[src/rtl/axi4_lite_arb_pkg.sv]
// ---------------------------------------------------------------------------
// axi4_lite_arb_pkg - shared types, AXI response codes, round-robin pick (rev 1.0)
// ---------------------------------------------------------------------------
`default_nettype none

package axi4_lite_arb_pkg;

  typedef enum logic [2:0] {
    S_IDLE   = 3'd0,
    S_ARB    = 3'd1,
    S_WR_REQ = 3'd2,
    S_WR_RSP = 3'd3,
    S_RD_REQ = 3'd4,
    S_RD_RSP = 3'd5,
    S_RESP   = 3'd6
  } arb_state_e;

  localparam logic [1:0] RESP_OKAY   = 2'b00;
  localparam logic [1:0] RESP_SLVERR = 2'b10;

  // First requester at or after (last + 1) mod n; returns 0 when nothing requests.
  function automatic logic [2:0] rr_pick(input logic [7:0] req, input logic [2:0] last,
                                         input int unsigned n);
    logic [2:0]  pick;
    logic        found;
    int unsigned idx;
    pick  = '0;
    found = 1'b0;
    for (int unsigned k = 1; k <= 8; k++) begin
      if (k <= n) begin
        idx = (32'(last) + k) % n;
        if (!found && req[idx[2:0]]) begin
          pick  = idx[2:0];
          found = 1'b1;
        end
      end
    end
    return pick;
  endfunction

endpackage

`default_nettype wire

[src/rtl/axi4_lite.sv]
// ---------------------------------------------------------------------------
// axi4_lite - AXI4-Lite bundle with master/slave views (rev 1.0)
// ---------------------------------------------------------------------------
`default_nettype none

interface axi4_lite #(
  parameter int ADDR_WIDTH = 32,
  parameter int DATA_WIDTH = 32
) ();
  logic [ADDR_WIDTH-1:0]   awaddr;
  logic                    awvalid;
  logic                    awready;
  logic [DATA_WIDTH-1:0]   wdata;
  logic [DATA_WIDTH/8-1:0] wstrb;
  logic                    wvalid;
  logic                    wready;
  logic [1:0]              bresp;
  logic                    bvalid;
  logic                    bready;
  logic [ADDR_WIDTH-1:0]   araddr;
  logic                    arvalid;
  logic                    arready;
  logic [DATA_WIDTH-1:0]   rdata;
  logic [1:0]              rresp;
  logic                    rvalid;
  logic                    rready;

  modport master (
    output awaddr, awvalid, input awready,
    output wdata, wstrb, wvalid, input wready,
    input bresp, bvalid, output bready,
    output araddr, arvalid, input arready,
    input rdata, rresp, rvalid, output rready
  );

  modport slave (
    input awaddr, awvalid, output awready,
    input wdata, wstrb, wvalid, output wready,
    output bresp, bvalid, input bready,
    input araddr, arvalid, output arready,
    output rdata, rresp, rvalid, input rready
  );
endinterface

`default_nettype wire

[src/rtl/rr_arbiter.sv]
// ---------------------------------------------------------------------------
// rr_arbiter - combinational round-robin grant, one-hot plus index (rev 1.0)
// ---------------------------------------------------------------------------
`default_nettype none

module rr_arbiter
  import axi4_lite_arb_pkg::*;
#(
  parameter int N_REQ = 2
) (
  input  logic [N_REQ-1:0]         req_i,
  input  logic [$clog2(N_REQ)-1:0] last_grant_i,
  input  logic                     enable_i,
  output logic [N_REQ-1:0]         grant_o,
  output logic [$clog2(N_REQ)-1:0] grant_idx_o
);
  localparam int IDX_W = $clog2(N_REQ);

  logic [2:0] w_pick;

  always_comb begin
    w_pick      = rr_pick(8'(req_i), 3'(last_grant_i), N_REQ);
    grant_idx_o = w_pick[IDX_W-1:0];
    grant_o     = '0;
    if (enable_i && (|req_i)) grant_o[grant_idx_o] = 1'b1;
  end
endmodule

`default_nettype wire

[src/rtl/axi4_lite_mem_arbiter.sv]
// ---------------------------------------------------------------------------
// axi4_lite_mem_arbiter - shares one AXI4-Lite slave among N_REQ requesters (rev 1.0)
// ---------------------------------------------------------------------------
`default_nettype none

module axi4_lite_mem_arbiter
  import axi4_lite_arb_pkg::*;
#(
  parameter int N_REQ      = 2,
  parameter int ADDR_WIDTH = 32,
  parameter int DATA_WIDTH = 32
) (
  input  logic                         clk,
  input  logic                         rst,
  input  logic [N_REQ-1:0]             req_valid,
  output logic [N_REQ-1:0]             req_ready,
  input  logic [N_REQ-1:0]             req_we,
  input  logic [N_REQ*ADDR_WIDTH-1:0]  req_addr,
  input  logic [N_REQ*DATA_WIDTH-1:0]  req_wdata,
  input  logic [N_REQ*DATA_WIDTH/8-1:0] req_wstrb,
  output logic [N_REQ-1:0]             rsp_valid,
  output logic [DATA_WIDTH-1:0]        rsp_rdata,
  output logic                         rsp_err,
  axi4_lite.master                     axi4_m
);
  localparam int IDX_W = $clog2(N_REQ);
  localparam int STRB_W = DATA_WIDTH / 8;

  arb_state_e              state_q, state_d;
  logic [IDX_W-1:0]        grant_q, last_grant_q;
  logic [N_REQ-1:0]        grant_oh_q;
  logic [ADDR_WIDTH-1:0]   addr_q;
  logic [DATA_WIDTH-1:0]   wdata_q, rdata_q;
  logic [STRB_W-1:0]       wstrb_q;
  logic                    aw_done_q, w_done_q, err_q;

  logic [N_REQ-1:0]        w_arb_oh;
  logic [IDX_W-1:0]        w_arb_idx;
  logic                    w_aw_hs, w_w_hs;

  rr_arbiter #(.N_REQ(N_REQ)) u_rr_arbiter (
    .req_i        (req_valid),
    .last_grant_i (last_grant_q),
    .enable_i     (state_q == S_IDLE),
    .grant_o      (w_arb_oh),
    .grant_idx_o  (w_arb_idx)
  );

  assign w_aw_hs = axi4_m.awvalid && axi4_m.awready;
  assign w_w_hs  = axi4_m.wvalid && axi4_m.wready;

  always_comb begin
    state_d = state_q;
    case (state_q)
      S_IDLE:   if (|req_valid) state_d = S_ARB;
      S_ARB:    state_d = req_we[grant_q] ? S_WR_REQ : S_RD_REQ;
      // AW and W may complete in different cycles; the done flags remember the earlier one.
      S_WR_REQ: if ((aw_done_q || w_aw_hs) && (w_done_q || w_w_hs)) state_d = S_WR_RSP;
      S_WR_RSP: if (axi4_m.bvalid) state_d = S_RESP;
      S_RD_REQ: if (axi4_m.arready) state_d = S_RD_RSP;
      S_RD_RSP: if (axi4_m.rvalid) state_d = S_RESP;
      S_RESP:   state_d = S_IDLE;
      default:  state_d = S_IDLE;
    endcase
  end

  always_ff @(posedge clk or posedge rst) begin
    if (rst) begin
      state_q      <= S_IDLE;
      grant_q      <= '0;
      grant_oh_q   <= '0;
      last_grant_q <= IDX_W'(N_REQ - 1);
      addr_q       <= '0;
      wdata_q      <= '0;
      wstrb_q      <= '0;
      rdata_q      <= '0;
      err_q        <= 1'b0;
      aw_done_q    <= 1'b0;
      w_done_q     <= 1'b0;
    end else begin
      state_q <= state_d;
      case (state_q)
        S_IDLE: begin
          if (|req_valid) begin
            grant_q    <= w_arb_idx;
            grant_oh_q <= w_arb_oh;
          end
        end
        S_ARB: begin
          last_grant_q <= grant_q;
          addr_q       <= req_addr[int'(grant_q)*ADDR_WIDTH +: ADDR_WIDTH];
          wdata_q      <= req_wdata[int'(grant_q)*DATA_WIDTH +: DATA_WIDTH];
          wstrb_q      <= req_wstrb[int'(grant_q)*STRB_W +: STRB_W];
          rdata_q      <= '0;
          err_q        <= 1'b0;
          aw_done_q    <= 1'b0;
          w_done_q     <= 1'b0;
        end
        S_WR_REQ: begin
          if (w_aw_hs) aw_done_q <= 1'b1;
          if (w_w_hs)  w_done_q  <= 1'b1;
        end
        S_WR_RSP: if (axi4_m.bvalid) err_q <= (axi4_m.bresp != RESP_OKAY);
        S_RD_RSP: begin
          if (axi4_m.rvalid) begin
            rdata_q <= axi4_m.rdata;
            err_q   <= (axi4_m.rresp != RESP_OKAY);
          end
        end
        default: ;
      endcase
    end
  end

  assign req_ready      = (state_q == S_ARB)  ? grant_oh_q : '0;
  assign rsp_valid      = (state_q == S_RESP) ? grant_oh_q : '0;
  assign rsp_rdata      = (state_q == S_RESP) ? rdata_q : '0;
  assign rsp_err        = (state_q == S_RESP) && err_q;

  assign axi4_m.awvalid = (state_q == S_WR_REQ) && !aw_done_q;
  assign axi4_m.wvalid  = (state_q == S_WR_REQ) && !w_done_q;
  assign axi4_m.bready  = (state_q == S_WR_RSP);
  assign axi4_m.arvalid = (state_q == S_RD_REQ);
  assign axi4_m.rready  = (state_q == S_RD_RSP);
  assign axi4_m.awaddr  = addr_q;
  assign axi4_m.araddr  = addr_q;
  assign axi4_m.wdata   = wdata_q;
  assign axi4_m.wstrb   = wstrb_q;

  // Requesters must hold their command until accepted.
  for (genvar i = 0; i < N_REQ; i++) begin : g_req_hold_chk
    a_req_hold: assert property (@(posedge clk) disable iff (rst)
      (req_valid[i] && !req_ready[i]) |=> req_valid[i]);
  end
endmodule

`default_nettype wire

[src/flat_wrapper.sv]
// flat-port wrapper written by rule: the top's interface ports become plain ports
module axi4_lite_mem_arbiter_flat import axi4_lite_arb_pkg::*;
#(
  parameter int N_REQ      = 2,
  parameter int ADDR_WIDTH = 32,
  parameter int DATA_WIDTH = 32
)
  (clk, rst, req_valid, req_ready, req_we, req_addr, req_wdata, req_wstrb, rsp_valid, rsp_rdata, rsp_err, axi4_m_awaddr, axi4_m_awvalid, axi4_m_awready, axi4_m_wdata, axi4_m_wstrb, axi4_m_wvalid, axi4_m_wready, axi4_m_bresp, axi4_m_bvalid, axi4_m_bready, axi4_m_araddr, axi4_m_arvalid, axi4_m_arready, axi4_m_rdata, axi4_m_rresp, axi4_m_rvalid, axi4_m_rready);
  axi4_lite #(.ADDR_WIDTH(ADDR_WIDTH), .DATA_WIDTH(DATA_WIDTH)) axi4_m_i ();
  input  logic clk;
  input  logic rst;
  input  logic [N_REQ-1:0] req_valid;
  output logic [N_REQ-1:0] req_ready;
  input  logic [N_REQ-1:0] req_we;
  input  logic [N_REQ*ADDR_WIDTH-1:0] req_addr;
  input  logic [N_REQ*DATA_WIDTH-1:0] req_wdata;
  input  logic [N_REQ*DATA_WIDTH/8-1:0] req_wstrb;
  output logic [N_REQ-1:0] rsp_valid;
  output logic [DATA_WIDTH-1:0] rsp_rdata;
  output logic rsp_err;
  output wire logic [$bits(axi4_m_i.awaddr)-1:0] axi4_m_awaddr;
  output wire logic [$bits(axi4_m_i.awvalid)-1:0] axi4_m_awvalid;
  input wire logic [$bits(axi4_m_i.awready)-1:0] axi4_m_awready;
  output wire logic [$bits(axi4_m_i.wdata)-1:0] axi4_m_wdata;
  output wire logic [$bits(axi4_m_i.wstrb)-1:0] axi4_m_wstrb;
  output wire logic [$bits(axi4_m_i.wvalid)-1:0] axi4_m_wvalid;
  input wire logic [$bits(axi4_m_i.wready)-1:0] axi4_m_wready;
  input wire logic [$bits(axi4_m_i.bresp)-1:0] axi4_m_bresp;
  input wire logic [$bits(axi4_m_i.bvalid)-1:0] axi4_m_bvalid;
  output wire logic [$bits(axi4_m_i.bready)-1:0] axi4_m_bready;
  output wire logic [$bits(axi4_m_i.araddr)-1:0] axi4_m_araddr;
  output wire logic [$bits(axi4_m_i.arvalid)-1:0] axi4_m_arvalid;
  input wire logic [$bits(axi4_m_i.arready)-1:0] axi4_m_arready;
  input wire logic [$bits(axi4_m_i.rdata)-1:0] axi4_m_rdata;
  input wire logic [$bits(axi4_m_i.rresp)-1:0] axi4_m_rresp;
  input wire logic [$bits(axi4_m_i.rvalid)-1:0] axi4_m_rvalid;
  output wire logic [$bits(axi4_m_i.rready)-1:0] axi4_m_rready;
  assign axi4_m_awaddr = axi4_m_i.awaddr;
  assign axi4_m_awvalid = axi4_m_i.awvalid;
  assign axi4_m_i.awready = axi4_m_awready;
  assign axi4_m_wdata = axi4_m_i.wdata;
  assign axi4_m_wstrb = axi4_m_i.wstrb;
  assign axi4_m_wvalid = axi4_m_i.wvalid;
  assign axi4_m_i.wready = axi4_m_wready;
  assign axi4_m_i.bresp = axi4_m_bresp;
  assign axi4_m_i.bvalid = axi4_m_bvalid;
  assign axi4_m_bready = axi4_m_i.bready;
  assign axi4_m_araddr = axi4_m_i.araddr;
  assign axi4_m_arvalid = axi4_m_i.arvalid;
  assign axi4_m_i.arready = axi4_m_arready;
  assign axi4_m_i.rdata = axi4_m_rdata;
  assign axi4_m_i.rresp = axi4_m_rresp;
  assign axi4_m_i.rvalid = axi4_m_rvalid;
  assign axi4_m_rready = axi4_m_i.rready;
  axi4_lite_mem_arbiter #(.N_REQ(N_REQ), .ADDR_WIDTH(ADDR_WIDTH), .DATA_WIDTH(DATA_WIDTH)) u_core (.clk(clk), .rst(rst), .req_valid(req_valid), .req_ready(req_ready), .req_we(req_we), .req_addr(req_addr), .req_wdata(req_wdata), .req_wstrb(req_wstrb), .rsp_valid(rsp_valid), .rsp_rdata(rsp_rdata), .rsp_err(rsp_err), .axi4_m(axi4_m_i));
endmodule
[config.mk]
export PLATFORM = sky130hd
export DESIGN_NAME = axi4_lite_mem_arbiter_flat
export DESIGN_NICKNAME = d
export VERILOG_FILES = /design/src/rtl/axi4_lite_arb_pkg.sv /design/src/rtl/axi4_lite.sv /design/src/rtl/rr_arbiter.sv /design/src/rtl/axi4_lite_mem_arbiter.sv /design/src/flat_wrapper.sv
export SDC_FILE = /design/constraint.sdc
export NUM_CORES = 1
export LEC_CHECK = 0
export CORE_MARGIN = 8
export CORE_UTILIZATION = 34
export DETAILED_ROUTE_END_ITERATION = 7
export PLACE_DENSITY = 0.77
export SLEW_MARGIN = 20
export SYNTH_ARGS = -nofsm -noshare
export SYNTH_HDL_FRONTEND = slang
export SYNTH_SLANG_ARGS = --single-unit
[constraint.sdc]
create_clock -name clk -period 3.4 [get_ports clk]
set_input_delay 0.68 -clock clk [delete_from_list [all_inputs] [get_ports clk]]
set_output_delay 0.68 -clock clk [all_outputs]
set_load 0.005 [all_outputs]
# ---- Word-level counts from Yosys, hierarchy flattened
# Index checks and enable logic that the tools add are counted.
dict set report op_classes {
  div 0
  mul 0
  n_mux 31
  n_reduce_logical 27
  add_sub_neg 2
  n_eq_ne 13
  bitwise 0
  n_lt_le_gt_ge 5
  shift 3
}
# cell n
set op_table {}
lappend op_table {{variable part select 64 x 7 -> 32 bit} 2}
lappend op_table {{2-to-1 mux 32 bit} 2}
lappend op_table {{case mux 32 bit (2 select lines)} 1}
lappend op_table {{2-to-1 mux 3 bit} 6}
lappend op_table {{case mux 3 bit (6 select lines)} 1}
lappend op_table {{2-to-1 mux 1 bit} 14}
lappend op_table {{!= test 2 x 1 -> 1 bit, second input constant} 5}
lappend op_table {{equality test 3 bit, second input constant} 3}
lappend op_table {{logical AND 1 bit} 9}
lappend op_table {{< comparator 1 x 4 -> 1 bit, second input constant} 2}
lappend op_table {{AND reduction 2 bit} 4}
lappend op_table {{nonzero test 2 bit} 4}
lappend op_table {{variable part select 8 x 4 -> 4 bit} 1}
lappend op_table {{equality test 3 x 2 -> 1 bit, second input constant} 2}
lappend op_table {{2-to-1 mux 2 bit} 3}
lappend op_table {{AND reduction 5 bit} 1}
lappend op_table {{< comparator 1 x 2 -> 1 bit, second input constant} 2}
lappend op_table {{!= test 2 bit, second input constant} 2}
lappend op_table {{case mux 1 bit (2 select lines)} 2}
lappend op_table {{equality test 3 x 1 -> 1 bit, second input constant} 1}
lappend op_table {{zero test 1 bit} 3}
lappend op_table {{zero test 3 bit} 1}
lappend op_table {{case mux 1 bit (3 select lines)} 1}
lappend op_table {{AND reduction 3 bit} 1}
lappend op_table {{other kinds (6)} 8}
dict set report totals {
  elab_cells 92
  rom_bits 0
  ram_bits 0
  out_inout_bits 142
  latch_bits 0
  regBits 110
  n_memories 0
}

# ---- Longest topological paths before layout
dict set report depth {
  depth_word 12
  ltp_mapped 7
}

# ---- Hierarchy
# Synthesis repeated with hierarchy kept, for this count alone.
dict set report hier_totals {
  hier_cells 570
  area_unflattened_um2 5422.7
}
# mod seq_area_each_um2 cells_per_inst instances area_each_um2
set modules_own_cells {}
lappend modules_own_cells {axi4_lite_mem_arbiter 2753.9 565 1 5392.7}
lappend modules_own_cells {rr_arbiter 0.0 5 1 30.0}

# ---- Least setup slack after synthesis
# No wires, ideal clock.
dict set report synth_timing {
  kind {flip-flop to output port}
  startpoint {register u_core.state_q[0]}
  endpoint {output rsp_rdata[10]}
  stages_incl_launch_ff 5
  arrival_ns 1.149
  n_path_buf 2
  setup_slack_ns 1.571
  path_cell_list {dfrtp_1 buf_4 nor3_4 clkbuf_1 and2_1}
}
dict set report synth_between {
  elab_chain_len 2
}
# element line_no
set synth_rtl {}
lappend synth_rtl {{start: declaration} axi4_lite_mem_arbiter.sv:29} ;# arb_state_e state_q, state_d;
lappend synth_rtl {{start signal: assignment} axi4_lite_mem_arbiter.sv:81} ;# state_q <= state_d;
lappend synth_rtl {{equality test 3 bit} axi4_lite_mem_arbiter.sv:117} ;# assign rsp_rdata = (state_q == S_RESP) ? rdata_q : '0;
lappend synth_rtl {{2-to-1 mux 32 bit} axi4_lite_mem_arbiter.sv:117}
lappend synth_rtl {{end: declaration} flat_wrapper.sv:19} ;# output logic [DATA_WIDTH-1:0] rsp_rdata;
# Every way passes these cells.

# ---- Worst setup path after layout
dict set report layout_timing {
  startpoint {register u_core.state_q[0]}
  endpoint {output req_ready[1]}
}
dict set report layout_between {
  elab_chain_len 2
}
# element line_no
set layout_rtl {}
lappend layout_rtl {{equality test 3 x 1 -> 1 bit} axi4_lite_mem_arbiter.sv:115} ;# assign req_ready = (state_q == S_ARB) ? grant_oh_q : '0;
lappend layout_rtl {{2-to-1 mux 2 bit} axi4_lite_mem_arbiter.sv:115}
lappend layout_rtl {{end: declaration} flat_wrapper.sv:13} ;# output logic [N_REQ-1:0] req_ready;
# Every way passes these cells.

==> results_dict.tcl <==
set metrics [dict create \
    yosys_warnings 0 \
    crit-reg2reg-capture "u_core.axi4_m.araddr[20]$_DFFE_PP0P_" \
    hold_viol_final 0 \
    h_tree_lvl_count 3 \
    yosys_cell_types 29 \
    grt_antenna_before_repair 1 \
    postSynthCellCount 570 \
    drc 0 \
    cts_max_path_buffers 2 \
    antenna-diode-count 0 \
    grt_start_max_net_pins 94 \
    internal_power_component_uw 4460 \
    global_route.overflow_total 0 \
    clkSinkCount 110 \
    filler_cell_count 1409 \
    final.period_utilization 0.845 \
    crit_path_cell_trace "inv_1, nor3_1, and2_1, clkdlybuf4s50_1" \
    tritoncts "built" \
    path_class "flip-flop to primary output" \
    worst_setup_path_end_kind "primary output" \
    status "finished, final reports clean" \
    post_route_cells_drive_above_1_share 0.0365 \
    ioPinCount 325 \
    hpwlAfterDp_um 14800 \
    synth_top_family_by_area "simple AND/OR/NAND/NOR gates" \
    achievable-frequency_mhz 348 \
    net-switching-power_uw 2410 \
    global_route_wire_length_before_repair_um 27500 \
    accumulated_negative_setup_slack_ps 0 \
    max-slew-margin-rel 0.507 \
    switching_portion_of_total_power 0.350 \
    io_buffers 324 \
    timing_worst_slew_pin_value_ps 739 \
    final_period_minus_worst_setup_slack_ps 2870 \
    totalWireLength_um 18500 \
    syn-cell-area_um2 5400 \
    die_y_um 142 \
    cp-startpoint "u_core.state_q[0]$_DFFE_PP0P_" \
    worst-path-max-fanout 11 \
    worstReg2RegStart "u_core.grant_q$_DFFE_PP0P_" \
    fin_hold_ws_ps 460 \
    die_x_um 142 \
    ys_ff_latch 110 \
    placement_rows 46 \
    final_nets 1028 \
    finalSetupViolCount 0 \
    synth.net_count 753 \
    worstPathArrival_ps 2190 \
    layout.cells.most_common "clkdlybuf4s50_1" \
    cp-start-kind "flip-flop" \
    critical_path_top_delay_cell "dfrtp_1" \
    holdBufCountCts 0 \
    post_cts_buffers 0 \
    timing.critical_path.slowest_cell_delay_ps 600 \
    fin_skew_ps 9.03 \
    worst-endpoint-required_ps 2720 \
    place.gp.congestion 0.793 \
    fp.dieArea_um2 20200 \
    totalPowerFinal_uw 6870 \
    number_of_global_route_vias_before_repair 4793 \
    drt_first_iter_violations 207 \
    power.share.sequential 0.370 \
    detailroute.via_count 4890 \
    ff2ff_setup_slack_ps 1530 \
    p_leak_uw 0.00398 \
    synth_seq_area_share 0.510 \
    whs_path_depth 2 \
    hold-path-endpoint "u_core.last_grant_q$_DFFE_PP1P_" \
    pwr_density_cell_nw_per_um2 773 \
    worstHoldStart "u_core.last_grant_q$_DFFE_PP1P_" \
    initial_core_util 0.344 \
    cts-resized-gates 0 \
    synthesized_area_fraction_occupied_by_ao_oa_aoi_and_oai_cells 0.0820 \
    tritoncts.num_buffers 9 \
    rsz0062_at_grt "no" \
    rr_worst_depth 3 \
    final_cell_mix "324 x clkdlybuf4s50_1, 144 x nand2_1, 108 x dfrtp_1" \
    max-cap-violations 0 \
    path_clk_slew_ps 70 \
    area_growth_syn_to_layout_pct 64.4 \
    floorplan.core_area_um2 15700 \
    wire_length_per_cell_after_detailed_routing_um 17.4 \
    gr-usage-all-layers 0.175 \
    synth_xor_area_frac 0 \
    power.clock.fraction 0.152 \
    via_per_inst 4.59 \
    hold_path.class "flip-flop to flip-flop" \
    final-seq-area_um2 2760 \
    synth.mux.area_fraction 0.128 \
    power.ir.vdd_worst_mv 0.428 \
    multi_input_area_um2 2190 \
    final_util 0.565 \
    post_synth.cell_area_avg_um2 9.48 \
    post_synth_and_or_nand_nor_area_fraction 0.194 \
    clk_latency_ps 340 \
    cts-root-buf "clkbuf_16" \
    synth-adder-area-share 0 \
    drtPass1Iterations 4 \
    share_comb_of_total_power 0.478 \
    final_max_slew_viol_count 0 \
    antenna_left 0 \
]
[cell usage after synthesis]
cell type  number  share of area
o21ai_0        71          0.066
and2_1         38          0.044
nor2b_1         1         0.0012
nand3_2         1         0.0019
and3_1          1         0.0012
nand2_1       144           0.10
nand3_1        34          0.031
o22ai_1         2         0.0023
inv_2           2         0.0014
o21a_1          1         0.0014
mux2i_1        69           0.13
nor3_4          1         0.0030
inv_1           3         0.0021
a41oi_1         1         0.0016
buf_6           4         0.0083
nor3_1          3         0.0028
o221ai_1        1         0.0016
o32ai_1         1         0.0016
clkbuf_1       10         0.0069
a21oi_1         3         0.0028
nand2b_1        3         0.0035
nor2_1          5         0.0035
a22o_1          3         0.0049
and3b_1         1         0.0016
buf_2          23          0.021
buf_1           1        0.00069
dfrtp_1       109           0.50
buf_4          33          0.046
dfstp_2         1         0.0049
[worst max-delay path by stage]
stage	to	slack [ps]	depth (start not counted)
after floorplan	u_core.aw_done_q$_DFFE_PP0P_	1390	1
after global placement	req_ready[1]	910	4
after detailed placement	req_ready[1]	900	4
after CTS	req_ready[1]	520	4
after global routing	req_ready[0]	380	4
final	req_ready[1]	530	4
[kinds of logic (layout without fill, tap and decap cells)]
logic type	after synthesis	count (layout)
AO/OA/AOI/OAI	83	83
multiplexers	69	69
buffers and inverters	76	355
flip-flops	110	110
AND/OR/NAND/NOR	232	232
[power groups by stage]
stage                     Combinational (µW)  Sequential [µW]  Clock [µW]
after floorplan                         1850             2330           0
after global routing                    3610             2640        1130
after global placement                  3270             2560           0
after detailed placement                3340             2570           0
after CTS                               3350             2550        1090
final                                   3280             2540        1040
[cell type report]
cell class	count	share of cell area
Clock inverter	3	0.00507
Tap cell	216	0.0304
Sequential cell	110	0.310
Timing Repair Buffer	335	0.377
Multi-Input combinational cell	384	0.247
Inverter	5	0.00254
Clock buffer	12	0.0278
[sequential cells by signal, indices dropped and copies added (netlist names)]
| register | count |
|---|---|
| u_core.axi4_m.araddr | 32 |
| u_core.axi4_m.wdata | 32 |
| u_core.rdata_q | 32 |
| u_core.axi4_m.wstrb | 4 |
| u_core.state_q | 3 |
| u_core.grant_oh_q | 2 |
| u_core.aw_done_q | 1 |
| u_core.err_q | 1 |
| u_core.grant_q | 1 |
| u_core.last_grant_q | 1 |
| u_core.w_done_q | 1 |
[metal layers]
metal / global-route usage / share of wire / up-vias
met5: 0 / 0.00070 / -
met4: 0.0599 / 0.020 / 2
met3: 0.0483 / 0.074 / 25
met2: 0.308 / 0.50 / 183
met1: 0.200 / 0.40 / 2266
li1: - / - / 2414
[critical path: cells and delay by family (launching register included)]
| family | cells | cell delay [ps] |
|---|---|---|
| flip-flops | 1 | 600 |
| buffers and inverters | 2 | 660 |
| AND/OR/NAND/NOR | 2 | 590 |
[stage by stage]
step	setup slack [ps]	area, µm²	instances
finish	528	8880	1065
CTS	518	8880	1065
global route	382	8880	1065
global placement	915	8590	1050
detailed placement	897	8590	1050
floorplan	1390	5410	570
Note: power is estimated with default switching activity, not from simulation.
